`config.mk`:
```
export PLATFORM = sky130hd
export DESIGN_NAME = hazard_scoreboard
export DESIGN_NICKNAME = d
export VERILOG_FILES = /design/src/rtl/hazard_scoreboard.sv
export SDC_FILE = /design/constraint.sdc
export NUM_CORES = 1
export LEC_CHECK = 0
export BUFFER_PORTS_ARGS = -buffer_cell sky130_fd_sc_hd__buf_4
export CAP_MARGIN = 0
export CORE_ASPECT_RATIO = 0.5
export CORE_MARGIN = 3
export CORE_UTILIZATION = 28
export DETAILED_ROUTE_END_ITERATION = 6
export GPL_TIMING_DRIVEN = 0
export PLACE_DENSITY = 0.46
export SLEW_MARGIN = 20
export SYNTH_ARGS = -nofsm -noshare
export SYNTH_HDL_FRONTEND = slang
export SYNTH_SLANG_ARGS = --single-unit
export TNS_END_PERCENT = 20
```
`constraint.sdc`:
```
create_clock -name clk -period 13.35 [get_ports clk]
set_clock_uncertainty 0.05 [all_clocks]
set_input_delay 1.335 -clock clk [delete_from_list [all_inputs] [get_ports clk]]
set_output_delay 1.335 -clock clk [all_outputs]
set_load 0.02 [all_outputs]
```
`src/rtl/hazard_scoreboard.sv`:
```
// hazard_scoreboard: per-register scoreboard of in-flight writes for the
// 5-stage core. Each architectural register (except x0) holds a countdown
// of cycles until its pending result becomes usable, plus an "unknown
// latency" flag that only a writeback commit clears.
//
// Ports:
//   clk, reset                      core clock, synchronous active-high reset
//   id_valid_ip                     ID holds a valid instruction
//   id_src{1,2}_addr_ip/_use_ip     source register addresses and use flags
//   id_dest_addr_ip, id_write_en_ip destination register and write flag
//   id_latency_ip                   result latency (0 = unknown)
//   flush_ip                        squash the ID instruction this cycle
//   wb_valid_ip, wb_dest_addr_ip    commit of an unknown-latency result
//   stall_op                        hold ID (freeze IF/ID, bubble ID/EX)
//   pending_mask_op                 bit r set while register r is not usable
//   busy_op                         any register pending

// One scoreboard entry: countdown counter + unknown-latency flag.
module hs_entry #(
  parameter int LAT_W = 4
) (
  input  logic             clk,
  input  logic             reset,
  input  logic             issue_i,   // an issuing instruction targets this reg
  input  logic             known_i,   // issuing latency is known (non-zero)
  input  logic [LAT_W-1:0] eff_i,     // cycles until usable, already saturated
  input  logic             wb_clr_i,  // writeback commit to this reg
  output logic [LAT_W-1:0] cnt_o,
  output logic             unk_o,
  output logic             pending_o
);
  logic [LAT_W-1:0] cnt_q, cnt_d;
  logic             unk_q, unk_d;

  // Issue overrides both the wb clear and the decrement.
  always_comb begin
    cnt_d = cnt_q;
    unk_d = unk_q;
    if (issue_i) begin
      cnt_d = known_i ? eff_i : '0;
      unk_d = !known_i;
    end else begin
      if (cnt_q != '0) cnt_d = cnt_q - 1'b1;
      if (wb_clr_i)    unk_d = 1'b0;
    end
  end

  always_ff @(posedge clk) begin
    if (reset) begin
      cnt_q <= '0;
      unk_q <= 1'b0;
    end else begin
      cnt_q <= cnt_d;
      unk_q <= unk_d;
    end
  end

  assign cnt_o     = cnt_q;
  assign unk_o     = unk_q;
  assign pending_o = (cnt_q != '0) | unk_q;
endmodule

module hazard_scoreboard #(
  parameter int NUM_REGS   = 32,
  parameter int REG_ADDR_W = 5,
  parameter int MAX_LAT    = 15,
  parameter int LAT_W      = 4,
  parameter int FORWARD_EN = 1,
  parameter int WB_DIST    = 3
) (
  input  logic                  clk,
  input  logic                  reset,
  input  logic                  id_valid_ip,
  input  logic [REG_ADDR_W-1:0] id_src1_addr_ip,
  input  logic                  id_src1_use_ip,
  input  logic [REG_ADDR_W-1:0] id_src2_addr_ip,
  input  logic                  id_src2_use_ip,
  input  logic [REG_ADDR_W-1:0] id_dest_addr_ip,
  input  logic                  id_write_en_ip,
  input  logic [LAT_W-1:0]      id_latency_ip,
  input  logic                  flush_ip,
  input  logic                  wb_valid_ip,
  input  logic [REG_ADDR_W-1:0] wb_dest_addr_ip,
  output logic                  stall_op,
  output logic [NUM_REGS-1:0]   pending_mask_op,
  output logic                  busy_op
);
  localparam int CNT_MAX = (1 << LAT_W) - 1;
  localparam int EXTRA   = (FORWARD_EN != 0) ? 0 : WB_DIST;

  logic [NUM_REGS-1:0][LAT_W-1:0] cnt;
  logic [NUM_REGS-1:0]            unk;
  logic [NUM_REGS-1:0]            pend;
  logic [31:0]                    eff_wide;
  logic [LAT_W-1:0]               eff;
  logic                           lat_known;
  logic                           raw1, raw2, waw, issue;

  // Effective latency; a zero (unknown) latency wraps here but is never
  // loaded because lat_known gates it.
  always_comb begin
    eff_wide = 32'(id_latency_ip) + 32'(EXTRA) - 32'd1;
    eff      = (eff_wide > 32'(CNT_MAX)) ? LAT_W'(CNT_MAX) : eff_wide[LAT_W-1:0];
  end
  assign lat_known = (id_latency_ip != '0);

  assign raw1 = id_src1_use_ip && (id_src1_addr_ip != '0) && pend[id_src1_addr_ip];
  assign raw2 = id_src2_use_ip && (id_src2_addr_ip != '0) && pend[id_src2_addr_ip];
  // An older write must not land after the younger one to the same reg.
  assign waw  = id_write_en_ip && (id_dest_addr_ip != '0) &&
                (unk[id_dest_addr_ip] || (cnt[id_dest_addr_ip] > eff));

  assign stall_op = id_valid_ip && (raw1 || raw2 || waw);
  assign issue    = id_valid_ip && !stall_op && !flush_ip && id_write_en_ip;

  // x0 is hard-wired: no state, never pending.
  assign cnt[0]  = '0;
  assign unk[0]  = 1'b0;
  assign pend[0] = 1'b0;

  for (genvar r = 1; r < NUM_REGS; r++) begin : g_reg
    hs_entry #(.LAT_W(LAT_W)) u_ent (
      .clk       (clk),
      .reset     (reset),
      .issue_i   (issue && (id_dest_addr_ip == REG_ADDR_W'(r))),
      .known_i   (lat_known),
      .eff_i     (eff),
      .wb_clr_i  (wb_valid_ip && (wb_dest_addr_ip == REG_ADDR_W'(r))),
      .cnt_o     (cnt[r]),
      .unk_o     (unk[r]),
      .pending_o (pend[r])
    );
  end

  assign pending_mask_op = pend;
  assign busy_op         = |pend;
endmodule

```
== After elaboration in Yosys (flattened, before gate mapping) ==
Cells that the tools add are included.
Word-level totals
  bits in registers: 155
  latch bits: 0
  memory bits (writable): 0
  ROM bits: 0
  input bits: 32
  word-level logic and storage cells: 502
  memories kept: 0
Operators by class
  $add $sub $neg: 32
  $mul: 0
  divide/modulo/power cells: 0
  $lt $le $gt $ge: 5
  equal/unequal tests: 62
  shift-type cells: 0
  muxes and demuxes: 134
  bitwise logic cells: 31
  reduce and logical (&&, ||, !) cells: 176
Operator list (count)
  two-way mux 4 bit: 65
  equality test 5 bit (second input constant): 32
  nonzero test 4 bit: 32
  nonzero test 2 bit: 62
  subtractor 4 x 1 -> 4 bit (second input constant): 31
  equality test 5 x 4 -> 1 bit (second input constant): 16
  logical AND 1 bit: 72
  two-way mux 1 bit: 65
  equality test 5 x 3 -> 1 bit (second input constant): 8
  greater-than comparator 32 x 4 -> 1 bit (second input constant): 1
  bitwise OR 1 bit: 31
  OR reduction 31 bit: 1
  binary-select mux 4 bit (select 5 bit): 1
  equality test 5 x 2 -> 1 bit (second input constant): 4
  < comparator 5 x 6 -> 1 bit (second input constant): 3
  binary-select mux 1 bit (select 5 bit): 3
  nonzero test 5 bit: 3
  equality test 5 x 1 -> 1 bit (second input constant): 2
  subtractor 4 x 1 -> 5 bit (second input constant): 1
  greater-than comparator 4 bit: 1
  logical NOT 1 bit: 3
  logical OR 1 bit: 3

== Depth between registers and ports, before layout ==
  depth after elaboration: 14
  depth in mapped cells: 20
  gate-level depth less buffers: 14

== By module ==
A second synthesis with hierarchy kept.
Unflattened totals
  cells, all modules: 1311
  area total of the unflattened synthesis: 11806.3 sq um
By module, submodules not included
  hs_entry: times used 31, cells an instance 32, area each 291.5 sq um
  hazard_scoreboard: times used 1, cells an instance 319, area each 2768.9 sq um

== Worst setup path after synthesis ==
Ideal clock, no wire load.
  kind: input -> output
  from: input id_dest_addr_ip[1]
  to: output stall_op
  arrival time: 5370 ps
  data required time: 11965 ps
  setup slack: 6595 ps
  stages on the path: 16
  cells stage by stage: clkbuf_1 buf_2 buf_1 buf_1 mux4_2 mux4_2 nand2_1 o21ai_0 ha_1 nor2b_1 o21a_1 o21a_1 o2111ai_1 nand4_1 or4_1 and2_1
On the way
  word-level cells in the longest chain between the ends: 7
  elaborated cells between the ends (all ways): 11
Ends and longest elaborated chain
  start: declaration: RTL line 78  | input logic [REG_ADDR_W-1:0] id_dest_addr_ip,
  binary-select mux 4 bit (select 5 bit): RTL line 111  | (unk[id_dest_addr_ip] || (cnt[id_dest_addr_ip] > eff));
  two-way mux 4 bit (implied by the code): RTL line 111
  greater-than comparator 4 bit: RTL line 111
  logical OR 1 bit: RTL line 111
  logical AND 1 bit *: RTL line 110  | assign waw = id_write_en_ip && (id_dest_addr_ip != '0) &&
  logical OR 1 bit *: RTL line 113  | assign stall_op = id_valid_ip && (raw1 || raw2 || waw);
  logical AND 1 bit *: RTL line 113
  end: declaration: RTL line 84  | output logic stall_op,
Mark *: on every way between the ends. The rest lies on a longest branch, timed or not. The select of a mux whose other input is x is not followed.

== Worst setup path in the final report ==
Ends and elaborated chain as after synthesis.

==> flow_metrics.tcl <==
set metrics [dict create \
    status "finished, final reports clean" \
    hp-class "flop to flop" \
    synth_flop_cell "dfxtp_1" \
    grt_pass1_wl_um 68410 \
    synth_edf_count 0 \
    insertion_delay_ns 0.45 \
    ys_types 62 \
    ys.warnings.count 0 \
    dpl.hpwl_um 35600 \
    hold_violations 0 \
    n_antenna_cell 0 \
    cp_slowest_cell "clkbuf_1" \
    htreeDepth 4 \
    cts_root_buf "clkbuf_16" \
    fp.dieArea_um2 46090 \
    grtUsageTotal_pct 20.02 \
    dr.pass1.iters 5 \
    ys_seq_elements 155 \
    syn-instance-count 1399 \
    post-route-period-util_pct 63.61 \
    cts_tree "built" \
    setup_violations 0 \
    layout-drive-gt1-share_pct 17.51 \
    drt_iter0_drc 1006 \
    async_flop_share_pct 0 \
    slew_viol_final 0 \
    finalPower_mw 3.489 \
    syn_to_final_growth_pct 15.74 \
    critPathArrivalTime_ns 7.11 \
    die_height_um 153.3 \
    drc_errors 0 \
    power_density_nw_per_um2 248.1 \
    syn_area_per_cell_um2 8.686 \
    finalSetupTns_ns 0 \
    cts_resized 0 \
    clock_tree.buffer_depth 2 \
    ir_worst_vdd_mv 0.09882 \
    cts.sinks 155 \
    avgViaCountPerCell 5.339 \
    cp_cell_sequence "clkbuf_1, buf_2, buf_1, clkbuf_1, nand2_1, o22ai_1, a22oi_1, o31ai_1, o21ai_0, o21ai_0, ha_1, nor2b_1, o21a_1, o21a_1, o2111ai_1, nand4_1, or4_1, and2_1, buf_4" \
    grt_start_max_net_pins 17 \
    vias 11041 \
    fp.dieW_um 300.6 \
    required_ns 11.97 \
    max_freq_mhz 117.8 \
    crit_path_max_fanout 10 \
    ctsHoldBuffers 0 \
    power.leakage_nw 6.111 \
    critPathLaunchType "input port" \
    clk_pin_slew_ns 0.07 \
    wl_per_cell_um 22.28 \
    crit_type "input port to output port" \
    whs_ns 0.4761 \
    grt_pass1_vias 10355 \
    start_util_pct 28.68 \
    netlist_area_um2 12150 \
    period_needed_ns 8.492 \
    slew_headroom_pct 26.88 \
    end_kind "output port" \
    globalplace.congestion 0.8988 \
    core_um2 42370 \
    ant_nets 0 \
    ios 66 \
    crit_family "buffers and inverters" \
    worst_pin_slew_ns 1.097 \
    grt-ovfl-total 0 \
    cp.buffers_inverters 5 \
    row_count 53 \
    antenna_found_initial 3 \
    syn_nets 1499 \
    nets 1581 \
    finalWirelength_um 46080 \
    cts_made_buffers 17 \
    post_cts_buffers 0 \
    yosysSeqAreaShare_pct 25.54 \
    grt_setup_unrepaired "no" \
    cp_slowest_stage_delay_ns 0.79 \
    drv_cap 0 \
    io_buffers 57 \
]
final timing paths:
check | startpoint | end | slack [ns] | cells after the start
max | id_dest_addr_ip[1] | stall_op | 4.86 | 19
max reg2reg | g_reg[12].u_ent.cnt_o[1] | g_reg[15].u_ent.cnt_o[0] | 8.92 | 15
min | g_reg[1].u_ent.unk_o | g_reg[1].u_ent.unk_o | 0.48 | 2
min reg2reg | g_reg[1].u_ent.unk_o | g_reg[1].u_ent.unk_o | 0.48 | 2
per-stage QoR:
stage,setup WS [ns],std cells,cell area [um2],utilization (%)
after detailed placement,4.962,2039,13430,31.68
after floorplan,6.595,1399,12150,-
final,4.858,2068,14060,33.19
after CTS,4.958,2068,14060,33.19
after global routing,4.614,2068,14060,33.19
after global placement,4.979,2033,13300,31.39
cells by family after synthesis:
family / after synthesis / share of synthesized area [%]
mux: 219 / 23.50
buf+inv: 213 / 7.774
fa+ha+maj: 68 / 7.002
other cells: 1 / 0.03086
xor+xnor: 32 / 2.306
simple gates: 516 / 22.42
flops: 155 / 25.54
compound gates: 195 / 11.44
synth_stat cells, types with 4 or more instances:
library cell	count	area, um2
mux4_2	49	1104
o21ai_0	56	280.3
or3_1	36	225.2
mux2_1	7	78.83
or4_1	5	37.54
buf_1	12	45.04
nand3b_1	6	45.04
and2_1	4	25.02
o211ai_1	24	180.2
nor2b_1	6	37.54
a2111oi_0	27	236.5
buf_2	13	65.06
nor3b_1	4	30.03
nor2_1	77	289.0
o311ai_0	26	227.7
nor4b_2	9	135.1
nand2_1	171	641.9
clkbuf_1	50	187.7
a21o_1	31	232.7
inv_1	103	386.6
dfxtp_1	155	3103
nor3_1	38	190.2
nand2b_1	43	269.0
mux2_2	25	281.5
nand3_1	54	270.3
mux2i_1	136	1361
nor4b_1	21	183.9
buf_4	32	240.2
o22ai_1	8	50.05
xnor2_1	32	280.3
ha_1	68	850.8
nand4_1	13	81.33
or2_2	12	75.07
state kept, by name, summed over array words and instances, names as in the netlist:
name	flops
g.u_ent.cnt_o	124
g.u_ent.unk_o	31
placed cells by master, fill, tap and decap left out, drive strengths merged, types with 3 or more instances in the layout:
cell type	n
xnor2	32
nand3	54
clkbuf	74
o21ai	57
o22ai	8
mux2	34
and3	3
or3	36
nor2	77
a21oi	3
or3b	3
inv	104
buf	120
dfxtp	155
nand2	171
nor3	38
nor2b	6
or4	5
nor4b	33
nand3b	6
o21a	3
mux2i	136
mux4	49
and2	4
nor3b	4
nor4	4
a2111oi	28
or2	13
nand2b	43
o311ai	26
nand4	13
bufinv	5
a21o	31
ha	68
o211ai	24
where the power goes:
part           internal, mW  switching, mW
registers             0.641          0.253
logic                 0.988           1.05
clock network         0.344          0.209
worst reg2reg max path: cells and delay by family, from the launching register on:
kind | cells | cell delay, ns
AO/OA/AOI/OAI | 5 | 0.95
adder cells (fa/ha/maj) | 1 | 0.33
buffers and inverters | 2 | 0.55
flip-flops | 1 | 0.36
multiplexers | 3 | 1.18
AND/OR/NAND/NOR | 4 | 0.92
cell type report:
| cell class | instances | area (um2) |
|---|---|---|
| Buffer | 109 | 556.8 |
| Clock buffer | 22 | 474.2 |
| Clock inverter | 7 | 163.9 |
| Fill cell | 4474 | 28310 |
| Inverter | 104 | 390.4 |
| Multi-Input combinational cell | 1031 | 8192 |
| Sequential cell | 155 | 3103 |
| Tap cell | 577 | 721.9 |
| Timing Repair Buffer | 63 | 462.9 |
metal layers:
| metal | global-route usage, % | share of wire (%) | wire, um | vias to the layer above |
|---|---|---|---|---|
| met5 | 1.967 | 0.30 | 138 | - |
| met4 | 5.716 | 2.3 | 1040 | 4 |
| met3 | 5.706 | 7.8 | 3596 | 47 |
| met2 | 30.31 | 43 | 19980 | 346 |
| met1 | 27.48 | 46 | 21320 | 5469 |
| li1 | - | - | - | 5175 |
Note: power is estimated with default switching activity, not from simulation.
